File: src/rtl/keypad_scanner.sv
// Purpose: scans a 4x4 active-low keypad one column at a time and emits debounced key events.
// Latency: press accepted on the DEBOUNCE_SCANS-th agreeing sample (+2 cycles of row sync lag).
// Backpressure: none; KEY_VALID is a one-cycle pulse the consumer must take when it appears.
module keypad_scanner #(
  parameter int SCAN_TICKS     = 100000,
  parameter int DEBOUNCE_SCANS = 20
) (
  input  logic       CLK,
  input  logic       RESET,
  input  logic [3:0] ROW,
  output logic [3:0] COL,
  output logic [3:0] KEY_CODE,
  output logic       KEY_VALID,
  output logic       KEY_HELD
);

  localparam int TW = (SCAN_TICKS > 1) ? $clog2(SCAN_TICKS) : 1;
  localparam int CW = $clog2(DEBOUNCE_SCANS + 1);
  localparam logic [TW-1:0] TICK_LAST = TW'(SCAN_TICKS - 1);
  localparam logic [CW-1:0] DB_TARGET = CW'(DEBOUNCE_SCANS);
  localparam logic [CW-1:0] CNT_ONE   = CW'(1);

  typedef enum logic [1:0] {
    ST_SCAN     = 2'd0,
    ST_DEBOUNCE = 2'd1,
    ST_PRESSED  = 2'd2,
    ST_RELEASE  = 2'd3
  } state_t;

  logic [3:0]    row_meta, row_s;
  logic [TW-1:0] tick;
  logic          sample;
  state_t        state, state_n;
  // The column stays frozen while a key is tracked, so col_idx doubles as the captured column.
  logic [1:0]    col_idx, col_n;
  logic [1:0]    row_cap, row_n;
  logic [CW-1:0] cnt, cnt_n, cnt_inc;
  logic [3:0]    code_n;
  logic          valid_n, held_n;
  logic [1:0]    first_low;
  logic          cap_bit;

  assign sample  = (tick == TICK_LAST);
  assign cap_bit = row_s[row_cap];
  assign cnt_inc = cnt + CNT_ONE;

  assign COL = ~(4'b0001 << col_idx);

  // Two-flop synchronizer for the asynchronous row lines.
  always_ff @(posedge CLK) begin
    if (RESET) begin
      row_meta <= 4'hF;
      row_s    <= 4'hF;
    end else begin
      row_meta <= ROW;
      row_s    <= row_meta;
    end
  end

  // Free-running column dwell counter; wraps on the sample cycle.
  always_ff @(posedge CLK) begin
    if (RESET) tick <= '0;
    else if (sample) tick <= '0;
    else tick <= tick + TW'(1);
  end

  // Lowest-index active row wins when several rows are low in one column.
  always_comb begin
    first_low = 2'd0;
    for (int i = 3; i >= 0; i--) begin
      if (!row_s[i]) first_low = 2'(i);
    end
  end

  // Scan/debounce state register and its data registers.
  always_ff @(posedge CLK) begin
    if (RESET) begin
      state     <= ST_SCAN;
      col_idx   <= 2'd0;
      row_cap   <= 2'd0;
      cnt       <= '0;
      KEY_CODE  <= 4'd0;
      KEY_VALID <= 1'b0;
      KEY_HELD  <= 1'b0;
    end else begin
      state     <= state_n;
      col_idx   <= col_n;
      row_cap   <= row_n;
      cnt       <= cnt_n;
      KEY_CODE  <= code_n;
      KEY_VALID <= valid_n;
      KEY_HELD  <= held_n;
    end
  end

  // Next-state and output decisions, evaluated only on the sample cycle.
  always_comb begin
    state_n = state;
    col_n   = col_idx;
    row_n   = row_cap;
    cnt_n   = cnt;
    code_n  = KEY_CODE;
    valid_n = 1'b0;
    held_n  = KEY_HELD;
    if (sample) begin
      case (state)
        ST_SCAN: begin
          if (row_s == 4'hF) begin
            col_n = col_idx + 2'd1;
          end else begin
            row_n = first_low;
            cnt_n = CNT_ONE;
            if (CNT_ONE == DB_TARGET) begin
              state_n = ST_PRESSED;
              code_n  = {first_low, col_idx};
              valid_n = 1'b1;
              held_n  = 1'b1;
            end else begin
              state_n = ST_DEBOUNCE;
            end
          end
        end
        ST_DEBOUNCE: begin
          if (!cap_bit) begin
            cnt_n = cnt_inc;
            if (cnt_inc == DB_TARGET) begin
              state_n = ST_PRESSED;
              code_n  = {row_cap, col_idx};
              valid_n = 1'b1;
              held_n  = 1'b1;
            end
          end else begin
            state_n = ST_SCAN;
            col_n   = col_idx + 2'd1;
          end
        end
        ST_PRESSED: begin
          if (cap_bit) begin
            cnt_n = CNT_ONE;
            if (CNT_ONE == DB_TARGET) begin
              state_n = ST_SCAN;
              held_n  = 1'b0;
              col_n   = col_idx + 2'd1;
            end else begin
              state_n = ST_RELEASE;
            end
          end
        end
        ST_RELEASE: begin
          if (cap_bit) begin
            cnt_n = cnt_inc;
            if (cnt_inc == DB_TARGET) begin
              state_n = ST_SCAN;
              held_n  = 1'b0;
              col_n   = col_idx + 2'd1;
            end
          end else begin
            // Release bounce: back to held, no new event.
            state_n = ST_PRESSED;
          end
        end
        default: state_n = ST_SCAN;
      endcase
    end
  end

endmodule

File: config.mk
export PLATFORM = sky130hd
export DESIGN_NAME = keypad_scanner
export DESIGN_NICKNAME = d
export VERILOG_FILES = /design/src/rtl/keypad_scanner.sv
export SDC_FILE = /design/constraint.sdc
export NUM_CORES = 1
export LEC_CHECK = 0
export BUFFER_PORTS_ARGS = -buffer_cell sky130_fd_sc_hd__buf_2
export CAP_MARGIN = 0
export CORE_ASPECT_RATIO = 1.5
export CORE_MARGIN = 1
export CORE_UTILIZATION = 30
export CTS_BUF_LIST = sky130_fd_sc_hd__clkbuf_16
export CTS_CLUSTER_DIAMETER = 60
export DETAILED_ROUTE_END_ITERATION = 8
export SYNTH_ARGS = -nofsm -noshare
export SYNTH_HDL_FRONTEND = slang
export SYNTH_SLANG_ARGS = --single-unit
File: constraint.sdc
create_clock -name CLK -period 1.7 [get_ports CLK]
set_clock_uncertainty 0.05 [all_clocks]
set_input_delay 0.425 -clock CLK [delete_from_list [all_inputs] [get_ports CLK]]
set_output_delay 0.425 -clock CLK [all_outputs]
set_load 0.005 [all_outputs]
==> results of run 1 <==
==> worst max-delay path: stages (launching register included) <==
cell and delay, ns:
dfxtp_2 0.34, mux4_2 0.57, and3_4 0.22, or4_1 0.41
a21oi_1 0.15
==> layout by cell type (no fill, tap or decap), types with 9 or more instances in the layout <==
cell and instances:
buf_4 47, dfxtp_1 36, nor2_1 18, buf_2 15
nand4_1 14, nand2_1 12, inv_1 11, nand3_1 9
xnor2_1 9
==> state kept, by name, summed over array words and instances, names as in the netlist, named ones only <==
signal / flops
KEY_CODE: 4
row_s: 4
row_meta: 4
cnt: 5
KEY_VALID: 1
col_idx: 2
state: 1
KEY_HELD: 1
row_cap: 2
tick: 17
==> area by class of cell <==
type | instances | area, µm²
Clock buffer | 5 | 125
Clock inverter | 3 | 17.5
Fill cell | 658 | 3760
Inverter | 13 | 48.8
Multi-Input combinational cell | 162 | 1230
Sequential cell | 42 | 848
Tap cell | 76 | 95.1
Timing Repair Buffer | 64 | 450
==> worst max path at each step <==
stage                                to  slack (ns)  depth (start not counted)
floorplan           cnt[1]$_SDFFE_PP0P_       -0.03                          4
global placement    cnt[1]$_SDFFE_PP0P_       -0.05                          4
detailed placement  cnt[1]$_SDFFE_PP0P_       -0.06                          4
CTS                 cnt[1]$_SDFFE_PP0P_       -0.05                          4
global route        cnt[1]$_SDFFE_PP0P_       -0.16                          4
finish              cnt[1]$_SDFFE_PP0P_       -0.11                          4
==> per-layer routing <==
metal,global-route usage [%],vias to the layer above,wire (µm)
li1,-,967,-
met1,15.6,900,2030
met2,26.5,41,2760
met3,2.43,16,180
met4,7.86,0,215
met5,0,-,0
==> through the flow <==
step,hold slack [ns],total power [mW]
6_report,0.268,2.08
5_1_grt,0.272,2.14
3_5_place_dp,0.347,1.14
3_3_place_gp,0.342,1.14
4_1_cts,0.267,2.08
2_1_floorplan,0.339,1.10
==> logic make-up after synthesis <==
| group | Yosys count | share of synthesized area [%] |
|---|---|---|
| multiplexers | 2 | 1.58 |
| AO/OA/AOI/OAI | 41 | 14.1 |
| XOR/XNOR | 13 | 5.52 |
| buffers and inverters | 21 | 5.45 |
| flip-flops | 42 | 40.7 |
| adder cells (fa/ha/maj) | 6 | 3.64 |
| AND/OR/NAND/NOR | 100 | 29.0 |
==> power breakdown <==
group	total [mW]	internal, mW	switching, mW
clock	0.937	0.539	0.398
sequential	1.01	1.00	0.0107
combinational	0.124	0.0568	0.0673
total	2.08	1.60	0.476
==> timing repair <==
item,in CTS,in global routing
setup endpoints to repair,11,32
cloned,0,0
hold endpoints to repair,0,0
pin swaps,2,8
gates resized for setup,4,27
setup buffers,3,3
==> run_results.csv, run 1 <==
group,metric,value,unit
timing,worst_slack,-0.109,ns
routing,drc,0,
synthesis,synthTopCellsByArea,"dfxtp_1, nand4_1, xnor2_1, ha_1, nor2_1",
power,vdd_drop_max,421,µV
synthesis,avgSynthCellArea,9.18,µm²
synthesis,synth_fp_nets,237,
timing,tns,-0.201,ns
routing,vias,1924,
job,drv_cap,0,
floorplanning,io_pins,16,
worst_setup_path,reg2reg_depth,4,
placement,dp_worst_setup_slack,-0.0639,ns
cts,cts_root_buffer,"clkbuf_16",
synthesis,netlist_instances,225,
floorplanning,die_y,104,µm
worst_hold_path,min_path_type,"input port to register",
synthesis,ys_seq_area_share,40.7,%
placement,portBuffers,15,
finish,area_delta_synth_final,36.4,%
timing,period_share,106,%
finish,final_core_util,42.8,%
timing,rsz0062_at_grt,"yes",
worst_setup_path,reg2reg_to,"cnt[1]$_SDFFE_PP0P_",
synthesis,synthTopCellsByCount,"dfxtp_1, nor2_1, nand4_1",
routing,vias_per_cell,5.27,
finish,fin_nets,300,
worst_setup_path,r2r_start,"row_cap[0]$_SDFFE_PP0P_",
synthesis,yosysTopAreaCell,"dfxtp_1",
routing,first_pass_iters,4,
finish,drive_above_1_share,38.4,%
placement,dpl_cell_area,0.00251,mm²
power,power.leakage,1.07,nW
timing,fmax,553,MHz
global_routing,antenna_found_initial,0,
synthesis,synth_edf_count,0,
timing,relSlewSlack,70.6,%
routing,routed_wl,5180,µm
cts,cts_tree,"yes",
synthesis,ys_warn_count,0,
floorplanning,start_util,31.4,%
timing,tightest_slew,0.440,ns
worst_setup_path,cp_max_fo,6,
routing,drt-wirelength-per-cell,14.2,µm
worst_setup_path,required,1.86,ns
finish,antenna_cells,0,
global_routing,grt_first_pass_wirelength,8600,µm
cts,clock-sinks,42,
worst_setup_path,setup.worst_path.end_class,"register",
run_status,violations,"setup timing",
floorplanning,rows,36,
cts,h-tree-depth,2,
global_routing,grt.total_usage,14.5,%
worst_setup_path,critPathLaunchType,"register",
timing,setup_violations,4,
floorplanning,die_area,0.00722,mm²
worst_hold_path,worstHoldPathCells,2,
run_status,run_status,"finished, violations left",
global_routing,overflow,0,
worst_setup_path,startpoint,"row_cap[0]$_SDFFE_PP0P_",
floorplanning,fp.dieW,69.7,µm
worst_hold_path,whs_endpoint,"row_meta[1]$_SDFF_PP1_",
cts,postCtsHoldBufs,0,
cts,clkTransAtPathRegs,0.06,ns
power,p_per_area,737,mW/mm²
cts,cts_buffers,5,
worst_setup_path,r2r_slack,-0.11,ns
placement,dp_hpwl,3660,µm
synthesis,yosysMostFrequentCell,"dfxtp_1",
timing,period_needed,1.81,ns
cts,clk_latency,0.28,ns
placement,dp.cells,351,
global_routing,first_global_vias,1969,
synthesis,synth_flop_cell,"dfxtp_1",
timing,final_hold_viol_count,0,
synthesis,synth_cell_type_count,50,
routing,ant_nets,0,
placement,place.gp.congestion,0.846,
floorplanning,placeableCoreArea,0.00658,mm²
worst_setup_path,path_class,"register to register",
global_routing,grt_max_degree,27,
finish,stdcell_count,365,
routing,drtIter0Drc,45,
worst_hold_path,hp-start,"ROW[1]",
cts,clockBufferDepth,2,
synthesis,ys_ff_latch,42,
finish,stdcell_area,0.00282,mm²
worst_setup_path,arrival,1.97,ns
synthesis,async_flop_share,0,%
timing,slew_viol_final,0,
synthesis,synthesis.area,0.00206,mm²
synthesis,synth_top_area_share,40.7,%
Note: power is estimated with default switching activity, not from simulation.
==> inputs of run 2 (changes only) <==
--- a/config.mk
+++ b/config.mk
@@ -11,7 +11,7 @@
 export CORE_MARGIN = 1
 export CORE_UTILIZATION = 30
 export CTS_BUF_LIST = sky130_fd_sc_hd__clkbuf_16
-export CTS_CLUSTER_DIAMETER = 60
+export CTS_CLUSTER_DIAMETER = 80
 export DETAILED_ROUTE_END_ITERATION = 8
 export SYNTH_ARGS = -nofsm -noshare
 export SYNTH_HDL_FRONTEND = slang
==> constraint.sdc (replaced) <==
create_clock -name CLK -period 1.6 [get_ports CLK]
set_clock_uncertainty 0.05 [all_clocks]
set_input_delay 0.4 -clock CLK [delete_from_list [all_inputs] [get_ports CLK]]
set_output_delay 0.4 -clock CLK [all_outputs]
set_load 0.005 [all_outputs]
==> run_results.csv, run 2 (synthesis gave the netlist of run 1 again) <==
group,metric,value,unit
power,vdd_drop_max,504,µV
routing,drt-wirelength-per-cell,13.8,µm
timing,relSlewSlack,75.2,%
finish,antenna_cells,0,
finish,largest_register_ffs,17,
timing,worst_slack,-0.158,ns
timing,final_hold_viol_count,0,
cts,cts_tree,"yes",
cts,h-tree-depth,2,
global_routing,first_global_vias,1930,
worst_setup_path,arrival,1.93,ns
finish,final_common_cell,"buf_4",
global_routing,grt_first_pass_wirelength,8650,µm
worst_setup_path,slowest_stage,"mux4_2",
worst_setup_path,required,1.77,ns
global_routing,antenna_found_initial,0,
cts,clk_latency,0.28,ns
power,p_per_area,774,mW/mm²
worst_setup_path,critPathLaunchType,"register",
cts,clkTransAtPathRegs,0.06,ns
routing,drtIter0Drc,79,
routing,routed_wl,5140,µm
timing,period_share,110,%
routing,drc,0,
global_routing,grt_max_degree,17,
placement,dp.cells,363,
cts,cts_buffers,5,
job,drv_cap,0,
timing,tightest_slew,0.370,ns
placement,portBuffers,15,
finish,multi_input_area,0.00127,mm²
floorplanning,fp.dieW,69.7,µm
cts,clock-sinks,42,
floorplanning,io_pins,16,
finish,stdcell_count,373,
cts,clockBufferDepth,2,
cts,cts_root_buffer,"clkbuf_16",
finish,final_cell_mix,"buf_4, dfxtp_1, nor2_1",
worst_setup_path,crit_chain,"mux4_2, and3_4, or4_1, a21oi_1",
power,power.leakage,1.12,nW
finish,fin_nets,308,
worst_setup_path,path_class,"register to register",
floorplanning,placeableCoreArea,0.00658,mm²
routing,first_pass_iters,4,
finish,seq_area,857,µm²
timing,period_needed,1.76,ns
finish,top_regs,"tick (17), cnt (5)",
routing,ant_nets,0,
timing,setup_violations,14,
placement,dp_hpwl,3860,µm
finish,largest-register,"tick",
worst_setup_path,cp_max_fo,5,
power,total_power,2.29,mW
timing,rsz0062_at_grt,"yes",
floorplanning,die_y,104,µm
routing,vias_per_cell,5.24,
finish,drive_above_1_share,42.8,%
floorplanning,start_util,31.4,%
floorplanning,rows,36,
finish,final_core_util,44.9,%
worst_setup_path,critPathMaxStageDelay,0.57,ns
run_status,violations,"setup timing",
run_status,run_status,"finished, violations left",
finish,area_delta_synth_final,43.2,%
global_routing,overflow,0,
worst_hold_path,min_path_type,"input port to register",
timing,fmax,569,MHz
timing,tns,-0.962,ns
timing,slew_viol_final,0,
worst_setup_path,setup.worst_path.end_class,"register",
placement,place.gp.congestion,0.810,
cts,postCtsHoldBufs,0,
finish,fillCellCount,652,
floorplanning,die_area,0.00722,mm²
global_routing,grt.total_usage,14.8,%
routing,vias,1953,
-- run 2: cell count changes in the layout (fill, tap and decap cells not counted), sizes merged --
| cell | before | now |
|---|---|---|
| clkinvlp | 0 | 1 |
| buf | 64 | 72 |
| clkinv | 4 | 2 |
| clkbuf | 5 | 6 |
-- run 2: final cells by class --
type	count	area share (%)
multi-input cells	162	42.8
flip-flops and latches	42	29.0
repair buffers	72	17.8
clock buffers	6	5.08
well taps	76	3.22
inverters	13	1.65
clock inverters	2	0.381
-- run 2: critical path, delay by kind of cell, from the launching register on --
kind / cells / cell delay, ns
AOI/OAI and AO/OA: 1 / 0.13
DFF: 1 / 0.34
muxes: 1 / 0.57
and+or+nand+nor: 2 / 0.61
-- run 2: what timing repair did --
| item | in CTS | in global routing |
|---|---|---|
| pin swaps | 4 | 8 |
| cloned | 0 | 0 |
| resized for setup | 10 | 20 |
| endpoints found under the setup margin | 19 | 20 |
| buffers inserted | 1 | 1 |
| endpoints found under the hold margin | 0 | 0 |
-- run 2: through the flow --
| step | instance area [µm²] | hold slack (ns) | setup slack (ns) |
|---|---|---|---|
| CTS | 2850 | 0.243 | -0.135 |
| global placement | 2660 | 0.341 | -0.119 |
| finish | 2960 | 0.249 | -0.158 |
| global route | 2960 | 0.242 | -0.219 |
| detailed placement | 2660 | 0.345 | -0.132 |
| floorplan | 2130 | 0.339 | -0.131 |
-- run 2: worst paths after layout --
check,startpoint,endpoint,slack (ns),depth (start not counted)
worst min-delay path,ROW[0],row_meta[0]$_SDFF_PP1_,0.25,2
worst max register to register,row_cap[0]$_SDFFE_PP0P_,cnt[1]$_SDFFE_PP0P_,-0.16,4
worst max-delay path,row_cap[0]$_SDFFE_PP0P_,cnt[1]$_SDFFE_PP0P_,-0.16,4
worst min register to register,row_meta[0]$_SDFF_PP1_,row_s[0]$_SDFF_PP1_,0.36,1
-- run 2: power by group --
group / total (mW) / switching [mW] / internal (mW)
Combinational: 0.136 / 0.0680 / 0.0681
Sequential: 1.08 / 0.0126 / 1.06
Clock: 1.07 / 0.408 / 0.667
Total: 2.29 / 0.488 / 1.80
-- run 2: per-layer routing --
layer | part of all wire, % | global-route usage [%] | vias up | wire length, µm
met3 | 3.5 | 2.53 | 11 | 178
li1 | - | - | 982 | -
met1 | 39 | 16.0 | 916 | 2000
met4 | 2.9 | 7.71 | 0 | 150
met5 | 0 | 0 | - | 0
met2 | 55 | 27.0 | 44 | 2810
==> inputs of run 3 (changes only) <==
--- a/config.mk
+++ b/config.mk
@@ -13,6 +13,7 @@
 export CTS_BUF_LIST = sky130_fd_sc_hd__clkbuf_16
 export CTS_CLUSTER_DIAMETER = 80
 export DETAILED_ROUTE_END_ITERATION = 8
+export RECOVER_POWER = 50
 export SYNTH_ARGS = -nofsm -noshare
 export SYNTH_HDL_FRONTEND = slang
 export SYNTH_SLANG_ARGS = --single-unit
==> run_results.csv, run 3 (synthesis gave the netlist of run 1 again) <==
group,metric,value,unit
placement,dp_hpwl,3860,µm
timing,relSlewSlack,75.1,%
timing,period_needed,1.76,ns
floorplanning,placeableCoreArea,0.00658,mm²
finish,seq_area,857,µm²
finish,drive_above_1_share,41.8,%
power,seq_power_share,47.0,%
worst_hold_path,min_path_type,"input port to register",
timing,fmax,569,MHz
finish,multi_input_area,0.00127,mm²
power,power.leakage,1.11,nW
routing,ant_nets,0,
routing,drc,0,
finish,antenna_cells,0,
worst_setup_path,required,1.77,ns
floorplanning,rows,36,
worst_setup_path,path_class,"register to register",
timing,slew_viol_final,0,
run_status,violations,"setup timing",
timing,rsz0062_at_grt,"yes",
worst_setup_path,r2r_slack,-0.16,ns
cts,clockBufferDepth,2,
finish,final_cell_mix,"buf_4, dfxtp_1, nor2_1",
finish,top_regs,"tick (17), cnt (5)",
floorplanning,die_y,104,µm
worst_setup_path,critPathLaunchType,"register",
finish,final_common_cell,"buf_4",
routing,vias,1959,
finish,largest-register,"tick",
job,drv_cap,0,
routing,first_pass_iters,4,
placement,place.gp.congestion,0.810,
timing,setup_violations,14,
finish,fillCellCount,654,
floorplanning,fp.dieW,69.7,µm
cts,h-tree-depth,2,
cts,postCtsHoldBufs,0,
floorplanning,start_util,31.4,%
power,cell_internal_pwr,1.80,mW
finish,largest_register_ffs,17,
run_status,run_status,"finished, violations left",
placement,dp_worst_setup_slack,-0.132,ns
power,p_sw_share,21.4,%
placement,portBuffers,15,
finish,final_core_util,44.9,%
power,p_comb_share,5.9,%
power,p_per_area,776,mW/mm²
routing,vias_per_cell,5.25,
cts,clk_latency,0.28,ns
routing,routed_wl,5170,µm
power,switchingPower,0.491,mW
worst_setup_path,cp_max_fo,5,
floorplanning,io_pins,16,
timing,worst_slack,-0.156,ns
global_routing,first_global_vias,1930,
global_routing,overflow,0,
routing,drtIter0Drc,79,
worst_setup_path,arrival,1.93,ns
finish,fin_nets,308,
global_routing,antenna_found_initial,0,
timing,period_share,110,%
finish,area_delta_synth_final,43.0,%
floorplanning,die_area,0.00722,mm²
cts,cts_root_buffer,"clkbuf_16",
worst_setup_path,setup.worst_path.end_class,"register",
power,vdd_drop_max,504,µV
global_routing,grt_max_degree,17,
global_routing,grt.total_usage,14.8,%
routing,drt-wirelength-per-cell,13.9,µm
cts,cts_tree,"yes",
power,clkPwrFrac,47.0,%
cts,cts_buffers,5,
cts,clock-sinks,42,
timing,final_hold_viol_count,0,
power,total_power,2.29,mW
cts,clkTransAtPathRegs,0.06,ns
global_routing,grt_first_pass_wirelength,8650,µm
timing,tightest_slew,0.372,ns
-- run 3: cell types whose count changed in the layout (fill, tap and decap cells not counted), sizes merged --
cell    change
buf         -3
clkbuf      +3
-- run 3: layout make-up --
cell class              count  area share, %
flip-flops and latches     42           29.0
clock buffers               6           5.09
well taps                  76           3.22
repair buffers             72           17.7
clock inverters             2          0.382
multi-input cells         162           42.9
inverters                  13           1.65
-- run 3: final timing paths --
check,endpoint,depth (start not counted),from
max,cnt[1]$_SDFFE_PP0P_,4,row_cap[0]$_SDFFE_PP0P_
min,row_meta[0]$_SDFF_PP1_,2,ROW[0]
max reg2reg,cnt[1]$_SDFFE_PP0P_,4,row_cap[0]$_SDFFE_PP0P_
min reg2reg,row_s[0]$_SDFF_PP1_,1,row_meta[0]$_SDFF_PP1_
-- run 3: critical path, cell delays in order (launching register included) --
cell	delay, ns
dfxtp_2	0.34
mux4_2	0.57
and3_4	0.22
or4_1	0.39
a21oi_1	0.13
-- run 3: metal layers --
metal  global-route usage, %  wire, µm  vias up
li1                        -         -      980
met1                    16.0      2010      919
met2                    27.0      2820       47
met3                    2.53       172       13
met4                    7.71       161        0
met5                       0         0        -
-- run 3: repair_timing --
item                                    4_1_cts  5_1_grt
pin swaps                                     4        8
setup buffers                                 1        1
endpoints found under the setup margin       19       20
hold endpoints to repair                      0        0
gates resized for setup                      10       20
-- run 3: power by group through the flow --
stage / logic [mW] / clock network, mW / registers, mW
finish: 0.136 / 1.08 / 1.08
detailed placement: 0.131 / 0 / 1.10
global placement: 0.128 / 0 / 1.10
global route: 0.148 / 1.16 / 1.08
floorplan: 0.0725 / 0 / 1.10
CTS: 0.134 / 1.10 / 1.08
-- run 3: through the flow --
step / std cells / TNS (ns) / area (µm²) / hold slack [ns]
5_1_grt: 373 / -2.51 / 2950 / 0.242
2_1_floorplan: 225 / -0.428 / 2130 / 0.339
3_3_place_gp: 363 / -1.11 / 2660 / 0.341
3_5_place_dp: 363 / -1.25 / 2660 / 0.345
4_1_cts: 372 / -0.946 / 2850 / 0.243
6_report: 373 / -1.02 / 2950 / 0.250
